--- config.mk ---
export PLATFORM = sky130hd
export DESIGN_NAME = bit_unswizzle_rx_flat
export DESIGN_NICKNAME = d
export VERILOG_FILES = /design/src/rtl/bit_unswizzle_rx_pkg.sv /design/src/rtl/bit_unswizzle_rx_if.sv /design/src/rtl/bit_unswizzle_rx_skid_buf.sv /design/src/rtl/bit_unswizzle_rx.sv /design/src/flat_wrapper.sv
export SDC_FILE = /design/constraint.sdc
export NUM_CORES = 1
export LEC_CHECK = 0
export CORE_UTILIZATION = 46
export CTS_CLUSTER_SIZE = 16
export DETAILED_ROUTE_END_ITERATION = 10
export HOLD_SLACK_MARGIN = 0.08
export MAX_ROUTING_LAYER = met4
export PLACE_DENSITY_LB_ADDON = 0.12
export SETUP_SLACK_MARGIN = 0.15
export SYNTH_ARGS = -nofsm -noshare
export SYNTH_HDL_FRONTEND = slang
export SYNTH_SLANG_ARGS = --single-unit
--- constraint.sdc ---
create_clock -name clk -period 1.9 [get_ports clk]
set_clock_uncertainty 0.15 [all_clocks]
set_input_delay 0.285 -clock clk [delete_from_list [all_inputs] [get_ports clk]]
set_output_delay 0.285 -clock clk [all_outputs]
set_load 0.01 [all_outputs]
--- src/rtl/bit_unswizzle_rx_pkg.sv ---
// rtl/bit_unswizzle_rx_pkg.sv - field positions, decoded-word type and decode function for the 9-bit swizzle word
package swz_pkg;

  // Swizzle word layout: Y = {C[2:1], {3{D[0]}}, C[0], CONST}
  localparam int C_HI_MSB  = 8;
  localparam int C_HI_LSB  = 7;
  localparam int REP_MSB   = 6;
  localparam int REP_LSB   = 4;
  localparam int C_LO      = 3;
  localparam int CONST_MSB = 2;
  localparam int CONST_LSB = 0;

  localparam logic [2:0] SWZ_CONST = 3'b101;

  typedef struct packed {
    logic [2:0] c;
    logic       d0;
    logic [1:0] err;  // [1] constant mismatch, [0] replication mismatch
  } swz_dec_t;

  typedef enum logic [1:0] {
    OCC_EMPTY = 2'd0,
    OCC_ONE   = 2'd1,
    OCC_FULL  = 2'd2
  } occ_e;

  function automatic swz_dec_t swz_decode(input logic [8:0] y,
                                          input logic [2:0] const_pat = SWZ_CONST);
    swz_dec_t   d;
    logic [2:0] rep;
    rep      = y[REP_MSB:REP_LSB];
    d.c      = {y[C_HI_MSB:C_HI_LSB], y[C_LO]};
    d.d0     = (rep[0] & rep[1]) | (rep[0] & rep[2]) | (rep[1] & rep[2]);
    d.err[1] = (y[CONST_MSB:CONST_LSB] != const_pat);
    d.err[0] = (rep != 3'b000) && (rep != 3'b111);
    return d;
  endfunction

endpackage

--- src/rtl/bit_unswizzle_rx_if.sv ---
// rtl/bit_unswizzle_rx_if.sv - input word stream and decoded result stream of the unswizzle receiver
interface bit_unswizzle_rx_if;
  logic       in_valid;
  logic       in_ready;
  logic [8:0] in_y;
  logic       out_valid;
  logic       out_ready;
  logic [2:0] out_c;
  logic       out_d0;
  logic [1:0] out_err;

  modport master (
    output in_valid, in_y, out_ready,
    input  in_ready, out_valid, out_c, out_d0, out_err
  );

  modport slave (
    input  in_valid, in_y, out_ready,
    output in_ready, out_valid, out_c, out_d0, out_err
  );
endinterface

--- src/rtl/bit_unswizzle_rx_skid_buf.sv ---
// rtl/bit_unswizzle_rx_skid_buf.sv - 2-entry in-order valid/ready skid buffer for decoded swizzle words
module swz_skid_buf
  import swz_pkg::*;
(
  input  logic     clk,
  input  logic     rst_n,
  input  logic     in_valid_i,
  output logic     in_ready_o,
  input  swz_dec_t in_data_i,
  output logic     out_valid_o,
  input  logic     out_ready_i,
  output swz_dec_t out_data_o
);

  occ_e     state_q, state_d;
  swz_dec_t head_q, head_d;
  swz_dec_t tail_q, tail_d;
  logic     accept, emit;

  // Ready is a pure decode of the occupancy register, so it never sees out_ready
  assign in_ready_o  = (state_q != OCC_FULL);
  assign out_valid_o = (state_q != OCC_EMPTY);
  assign out_data_o  = head_q;

  // Occupancy register plus head/tail storage
  always_ff @(posedge clk or negedge rst_n) begin
    if (!rst_n) begin
      state_q <= OCC_EMPTY;
      head_q  <= '0;
      tail_q  <= '0;
    end else begin
      state_q <= state_d;
      head_q  <= head_d;
      tail_q  <= tail_d;
    end
  end

  // Next occupancy and data movement; head only changes when it is consumed or first filled
  always_comb begin
    state_d = state_q;
    head_d  = head_q;
    tail_d  = tail_q;
    accept  = in_valid_i && (state_q != OCC_FULL);
    emit    = out_ready_i && (state_q != OCC_EMPTY);
    case (state_q)
      OCC_EMPTY: begin
        if (accept) begin
          state_d = OCC_ONE;
          head_d  = in_data_i;
        end
      end
      OCC_ONE: begin
        if (accept && emit) begin
          head_d = in_data_i;
        end else if (accept) begin
          state_d = OCC_FULL;
          tail_d  = in_data_i;
        end else if (emit) begin
          state_d = OCC_EMPTY;
        end
      end
      OCC_FULL: begin
        if (emit) begin
          state_d = OCC_ONE;
          head_d  = tail_q;
        end
      end
      default: state_d = OCC_EMPTY;
    endcase
  end

endmodule

--- src/rtl/bit_unswizzle_rx.sv ---
// rtl/bit_unswizzle_rx.sv - swizzle word decoder with skid-buffered output and saturating error statistics
module bit_unswizzle_rx
  import swz_pkg::*;
#(
  parameter int         CNT_W     = 16,
  parameter logic [2:0] CONST_PAT = SWZ_CONST
) (
  input  logic                clk,
  input  logic                reset_n,
  bit_unswizzle_rx_if.slave   bus,
  input  logic                clr_stats,
  output logic [CNT_W-1:0]    word_cnt,
  output logic [CNT_W-1:0]    err_cnt,
  output logic                err_sticky,
  output logic [8:0]          first_err_y
);

  localparam logic [CNT_W-1:0] CNT_ONE = CNT_W'(1);

  swz_dec_t         dec, head;
  logic             in_ready_w, accept, dec_bad;
  logic [CNT_W-1:0] word_cnt_q, word_cnt_d;
  logic [CNT_W-1:0] err_cnt_q, err_cnt_d;
  logic             err_sticky_q, err_sticky_d;
  logic [8:0]       first_err_y_q, first_err_y_d;

  assign dec     = swz_decode(bus.in_y, CONST_PAT);
  assign dec_bad = |dec.err;
  assign accept  = bus.in_valid && in_ready_w;

  swz_skid_buf u_skid (
    .clk         (clk),
    .rst_n       (reset_n),
    .in_valid_i  (bus.in_valid),
    .in_ready_o  (in_ready_w),
    .in_data_i   (dec),
    .out_valid_o (bus.out_valid),
    .out_ready_i (bus.out_ready),
    .out_data_o  (head)
  );

  assign bus.in_ready = in_ready_w;
  assign bus.out_c    = head.c;
  assign bus.out_d0   = head.d0;
  assign bus.out_err  = head.err;

  assign word_cnt    = word_cnt_q;
  assign err_cnt     = err_cnt_q;
  assign err_sticky  = err_sticky_q;
  assign first_err_y = first_err_y_q;

  // Statistics count accepted words; a clear wins over a same-cycle accept
  always_comb begin
    word_cnt_d    = word_cnt_q;
    err_cnt_d     = err_cnt_q;
    err_sticky_d  = err_sticky_q;
    first_err_y_d = first_err_y_q;
    if (clr_stats) begin
      word_cnt_d    = '0;
      err_cnt_d     = '0;
      err_sticky_d  = 1'b0;
      first_err_y_d = '0;
    end else if (accept) begin
      if (!(&word_cnt_q)) word_cnt_d = word_cnt_q + CNT_ONE;
      if (dec_bad) begin
        if (!(&err_cnt_q)) err_cnt_d = err_cnt_q + CNT_ONE;
        if (!err_sticky_q) begin
          err_sticky_d  = 1'b1;
          first_err_y_d = bus.in_y;
        end
      end
    end
  end

  // Statistics registers
  always_ff @(posedge clk or negedge reset_n) begin
    if (!reset_n) begin
      word_cnt_q    <= '0;
      err_cnt_q     <= '0;
      err_sticky_q  <= 1'b0;
      first_err_y_q <= '0;
    end else begin
      word_cnt_q    <= word_cnt_d;
      err_cnt_q     <= err_cnt_d;
      err_sticky_q  <= err_sticky_d;
      first_err_y_q <= first_err_y_d;
    end
  end

endmodule

--- src/flat_wrapper.sv ---
// flat-port wrapper written by rule: the top's interface ports become plain ports
module bit_unswizzle_rx_flat import swz_pkg::*;
#(
  parameter int         CNT_W     = 16,
  parameter logic [2:0] CONST_PAT = SWZ_CONST
)
  (clk, reset_n, clr_stats, word_cnt, err_cnt, err_sticky, first_err_y, bus_in_valid, bus_in_y, bus_out_ready, bus_in_ready, bus_out_valid, bus_out_c, bus_out_d0, bus_out_err);
  bit_unswizzle_rx_if bus_i ();
  input  logic clk;
  input  logic reset_n;
  input  logic clr_stats;
  output logic [CNT_W-1:0] word_cnt;
  output logic [CNT_W-1:0] err_cnt;
  output logic err_sticky;
  output logic [8:0] first_err_y;
  input wire logic [$bits(bus_i.in_valid)-1:0] bus_in_valid;
  input wire logic [$bits(bus_i.in_y)-1:0] bus_in_y;
  input wire logic [$bits(bus_i.out_ready)-1:0] bus_out_ready;
  output wire logic [$bits(bus_i.in_ready)-1:0] bus_in_ready;
  output wire logic [$bits(bus_i.out_valid)-1:0] bus_out_valid;
  output wire logic [$bits(bus_i.out_c)-1:0] bus_out_c;
  output wire logic [$bits(bus_i.out_d0)-1:0] bus_out_d0;
  output wire logic [$bits(bus_i.out_err)-1:0] bus_out_err;
  assign bus_i.in_valid = bus_in_valid;
  assign bus_i.in_y = bus_in_y;
  assign bus_i.out_ready = bus_out_ready;
  assign bus_in_ready = bus_i.in_ready;
  assign bus_out_valid = bus_i.out_valid;
  assign bus_out_c = bus_i.out_c;
  assign bus_out_d0 = bus_i.out_d0;
  assign bus_out_err = bus_i.out_err;
  bit_unswizzle_rx #(.CNT_W(CNT_W), .CONST_PAT(CONST_PAT)) u_core (.clk(clk), .reset_n(reset_n), .bus(bus_i), .clr_stats(clr_stats), .word_cnt(word_cnt), .err_cnt(err_cnt), .err_sticky(err_sticky), .first_err_y(first_err_y));
endmodule
# After elaboration in Yosys (flattened, before gate mapping)
# Cells that the tools add are included.
[word_totals]
register_bits = 56
input_bits = 14
out_inout_bits = 50
elab_cells = 76
[classes]
n_addsub = 2
eq_ne = 13
n_mux = 24
bitwise = 6
reduce_logical = 20
[op_table]
columns = ["op", "count"]
rows = [
  ["16-bit 2-to-1 mux", 7],
  ["9-bit 2-to-1 mux", 4],
  ["16-bit by 1-bit adder with 16-bit output (second input constant)", 2],
  ["16-bit AND reduction", 2],
  ["6-bit 2-to-1 mux", 3],
  ["6-bit case mux with 3 select lines", 1],
  ["2-bit != test (second input constant)", 7],
  ["2-bit 2-to-1 mux", 5],
  ["3-bit AND reduction", 3],
  ["4-bit AND reduction", 2],
  ["3-bit != test (second input constant)", 2],
  ["2-bit case mux with 3 select lines", 1],
  ["2-bit nonzero test", 3],
  ["3-bit nonzero test", 2],
  ["1-bit logical AND", 4],
  ["2-bit AND reduction", 2],
  ["1-bit AND", 3],
  ["1-bit 2-to-1 mux", 3],
  ["3-bit by 2-bit != test with 1-bit output (second input constant)", 1],
  ["2-bit by 1-bit == test with 1-bit output (second input constant)", 1],
  ["2-bit == test (second input constant)", 1],
  ["2-bit zero test", 1],
  ["2-bit by 1-bit != test with 1-bit output (second input constant)", 1],
  ["1-bit bitwise OR", 2],
  ["2 further kinds", 2],
]

# Longest topological paths before layout
[depth]
word_depth = 6
mapped_depth = 7
ltp_nobuf = 6

# Cells and area by module
# From an unflattened synthesis, not the netlist that was laid out.
[unflattened]
cells_unflattened = 289
area_unflattened_um2 = 3065.4
[by_module_without_submodules]
columns = ["mod", "instances", "cells_per_inst", "area_per_inst_um2"]
rows = [
  ["bit_unswizzle_rx", 1, 244, 2346.0],
  ["swz_skid_buf", 1, 45, 719.4],
]

# Least setup slack after synthesis
# Ideal clock, no wire load.
[synth_timing]
path_kind = "register -> register"
start = "register u_core.err_cnt_q[0], in the netlist u_core.err_cnt[0]"
end = "register u_core.err_cnt_q[13], in the netlist u_core.err_cnt[13]"
setup_time_ps = 127
arrival_ps = 1797
path_slack_ps = -174
path_stages_with_launch = 7
period_less_slack_ps = 2074
cell_sequence = "dfrtp_1 ha_1 nand4_1 nor4_1 nor3_2 nand3_1 mux2_1"
[synth_via]
elab_chain_len = 5
word_cells_on_any_way = 8
classes_between = "add/sub: 1; eq/ne: 1; mux: 4; reduce/logical: 2"
[synth_lines]
columns = ["item", "line", "text"]
rows = [
  ["from (decl)", "bit_unswizzle_rx.sv:23", "logic [CNT_W-1:0] err_cnt_q, err_cnt_d;"],
  ["from (signal assigned)", "bit_unswizzle_rx.sv:84", "err_cnt_q <= err_cnt_d;"],
  ["16-bit by 1-bit adder with 16-bit output", "bit_unswizzle_rx.sv:66", "if (!(&err_cnt_q)) err_cnt_d = err_cnt_q + CNT_ONE;"],
  ["16-bit 2-to-1 mux", "bit_unswizzle_rx.sv:66", ""],
  ["16-bit 2-to-1 mux", "bit_unswizzle_rx.sv:65", "if (dec_bad) begin"],
  ["16-bit 2-to-1 mux", "bit_unswizzle_rx.sv:63", "end else if (accept) begin"],
  ["16-bit 2-to-1 mux", "bit_unswizzle_rx.sv:58", "if (clr_stats) begin"],
]
# Parallel ways exist; a longest one is shown, timed or not. The select of a mux whose other input is x is not followed.
# A chain may end at the register's enable or synchronous reset.

# Final worst setup path
[layout_timing]
start = "register u_core.err_cnt_q[0], in the netlist u_core.err_cnt[0]"
end = "register u_core.err_cnt_q[7], in the netlist u_core.err_cnt[7]"
# The elaborated chain is that of the path after synthesis.

==> metrics.txt <==
Worst IR Drop VDD=around 560 uV; max cap viols=0; initial antenna violation count=0; Max Freq=547 MHz; max incr delay on CP=0.48 ns; Total Power=approximately 2.8 mW; final non-filler cell total=between 500 and 600; Die X=81.1 um; row count=28; top layer in use=met4; largest net degree at the start of global routing=57; routability cong.=0.835; routed wire length=approximately 7800 um; CTS root buf=clkbuf_8; clk slew on worst S/H paths=0.11 ns; Cell Area, Placed=around 4000 sq um; Area growth syn-to-layout=58.4%; Worst Reg2Reg Path Length in Cells=7; met2 WL=3950 um; # setup viols final=0; max-slew violation count=0; syn nets=310; full die area=around 6600 sq um; hold crit path type=in -> reg; IO Count=64; Yosys reg bits=56; Worst Path Required=1.97 ns; hold slack=0.117 ns; vias post-DR=2742; crit path time final=approximately 1.8 ns; Finished Core Util=0.762; First DRT Iteration DRCs=120; Post-Syn Area=2880 sq um; ANT cells=0; Pwr Density=612 nW/um^2; setup tns final=0 ns; Worst Tran Pin Value=0.364 ns; Crit. Startpoint=u_core.err_cnt[0]$_DFFE_PN0P_; RSZ-0062 raised after global routing=yes; DRC=0; Die Height=81.1 um; Congestion Overflow GR=0; WP buf/inv=1; Seq/Total Area, Yosys=0.487; post-synthesis average cell area=9.80 sq um; vias per cell=approximately 5.4; synthesis warning total=0; clock buffer depth=2; CTS Sinks=between 50 and 60; global-route wire length before repair=12000 um; Top delay family on crit path=simple AND/OR/NAND/NOR gates; Initial Utilization=0.481; wl on met1=3480 um; worst reg2reg path endpoint=u_core.err_cnt[7]$_DFFE_PN0P_; Crit Reg-Reg Startpoint=u_core.err_cnt[0]$_DFFE_PN0P_; Detailed Routing Iterations Pass 1=5; status=finished, final reports clean; crit start category=register; critical-path cell list=ha_4, nand4_1, or4_4, nand3_4, buf_8, or3_4, a21oi_2; Final Cycle Share=0.963; Finished Cell Area=around 4600 sq um; Fin. Hold Viols=0; leakage power=2.30 nW; Netlist cell types=48; clk_lat worst skew=0.33 ns; Post-DP HPWL=5110 um; Slew HR=0.756; Slowest cell on crit path=or4_4; Critical Path Sink=u_core.err_cnt[7]$_DFFE_PN0P_; Core ar.=5990 sq um; CTS buffer count=5; IO buf count=63; Routed Antenna Nets=0; DR WL met3=about 270 um; gr usage total=0.246; routed len/inst=15.4 um; share of cells above drive strength 1=0.342; CP Class=reg -> reg; CP Max Fanout=8; Placed Instances=466; Crit path arrival time=approximately 1.9 ns; CTS tree=built; vias in the first global route=2563; Worst Setup End Kind=register; Layout Nets=445; CP Depth=7; dpl ws=-0.409 ns; reg2reg setup slack=0.07 ns; H-tree levels=2; fin worst setup slack=between 0.07 and 0.08 ns; cells after synthesis=294
registers in the layout, indices dropped and copies added, names as in the netlist:
register                  count
u_core.u_skid.state_q         2
u_core.err_cnt               16
u_core.first_err_y            9
u_core.u_skid.out_data_o      6
u_core.word_cnt              16
u_core.err_sticky             1
u_core.u_skid.tail_q          6
kinds of logic (layout without fill, tap and decap cells):
group	count (synthesis)	after routing	share of synthesized area
adder cells (fa/ha/maj)	3	3	0.0122
XOR/XNOR	16	16	0.0487
flip-flops	56	56	0.487
AND/OR/NAND/NOR	124	124	0.235
multiplexers	22	22	0.0791
AO/OA/AOI/OAI	52	52	0.107
buffers and inverters	21	157	0.0317
power by group:
part	switching [mW]	leakage [nW]	internal, mW	total, mW
clock	0.453	0.0511	0.280	0.733
combinational	0.310	1.52	0.373	0.683
sequential	0.0704	0.726	1.31	1.38
cell usage in the layout, fill, tap and decap left out, types with 11 or more instances in the layout:
master            n
mux2i_1          16
nor2_1           33
dlygate4sd2_1    17
clkdlybuf4s50_1  26
nand2_1          14
buf_4            70
xor2_1           11
o21ai_0          14
dlymetal6s2s_1   17
dfrtp_1          50
a21oi_1          15
worst min-delay path by stage:
stage	from	endpoint	slack (ns)	depth (start not counted)
after detailed placement	reset_n	u_core.u_skid.state_q[0]$_DFFE_PN0P_	0.16	2
after floorplan	reset_n	u_core.err_cnt[0]$_DFFE_PN0P_	-0.16	0
after CTS	bus_in_y[6]	u_core.first_err_y[6]$_DFFE_PN0P_	0.32	3
after global routing	bus_in_y[0]	u_core.first_err_y[0]$_DFFE_PN0P_	0.13	3
final	bus_in_y[2]	u_core.first_err_y[2]$_DFFE_PN0P_	0.12	3
after global placement	reset_n	u_core.u_skid.state_q[0]$_DFFE_PN0P_	0.16	2
cell usage after synthesis, drive strengths merged:
master | instances | area share
dfrtp | 56 | 0.49
mux2i | 16 | 0.056
nor2 | 33 | 0.043
clkbuf | 11 | 0.014
inv | 5 | 0.0065
and3b | 1 | 0.0030
o21bai | 1 | 0.0026
o21ai | 21 | 0.036
o22ai | 1 | 0.0022
xnor2 | 5 | 0.015
nand4b | 3 | 0.0091
nand2 | 17 | 0.022
nand2b | 3 | 0.0065
and4 | 1 | 0.0030
o31ai | 2 | 0.0052
nor4 | 4 | 0.011
and2 | 1 | 0.0022
xor2 | 11 | 0.033
maj3 | 1 | 0.0035
nand3b | 4 | 0.010
a21oi | 22 | 0.046
or4 | 2 | 0.0065
nor4bb | 1 | 0.0035
buf | 5 | 0.011
or3 | 6 | 0.013
and3 | 4 | 0.0087
nand4 | 11 | 0.026
and4b | 1 | 0.0035
o21a | 2 | 0.0052
nor3 | 11 | 0.021
nor3b | 2 | 0.0052
or2 | 3 | 0.0065
ha | 2 | 0.0087
nor2b | 2 | 0.0043
mux2 | 6 | 0.023
o211ai | 1 | 0.0026
nand3 | 14 | 0.026
a41o | 2 | 0.0070
layout make-up:
cell class,count,area [sq um]
flip-flops and latches,56,1410
multi-input cells,217,1630
repair buffers,144,1320
fillers,410,1430
clock inverters,3,28.8
clock buffers,5,68.8
well taps,75,93.8
inverters,5,18.8
what timing repair did:
action                                  CTS  global route
hold endpoints to repair                 56             0
hold buffers                              1             0
pin swaps                                14            17
setup buffers                             9            20
endpoints found under the setup margin   54            57
cloned                                    1             0
resized for setup                        41            55
worst min-delay path, cell delays in order:
cell and delay, ns:
dlymetal6s2s_1 0.11, mux2i_1 0.08, nor2_1 0.08
layer usage:
metal	global-route usage	vias up
met1	0.308	1346
met5	-	-
met2	0.414	66
li1	-	1320
met3	0.0371	10
met4	0.0696	0
Power figures use the tool's default switching activity.
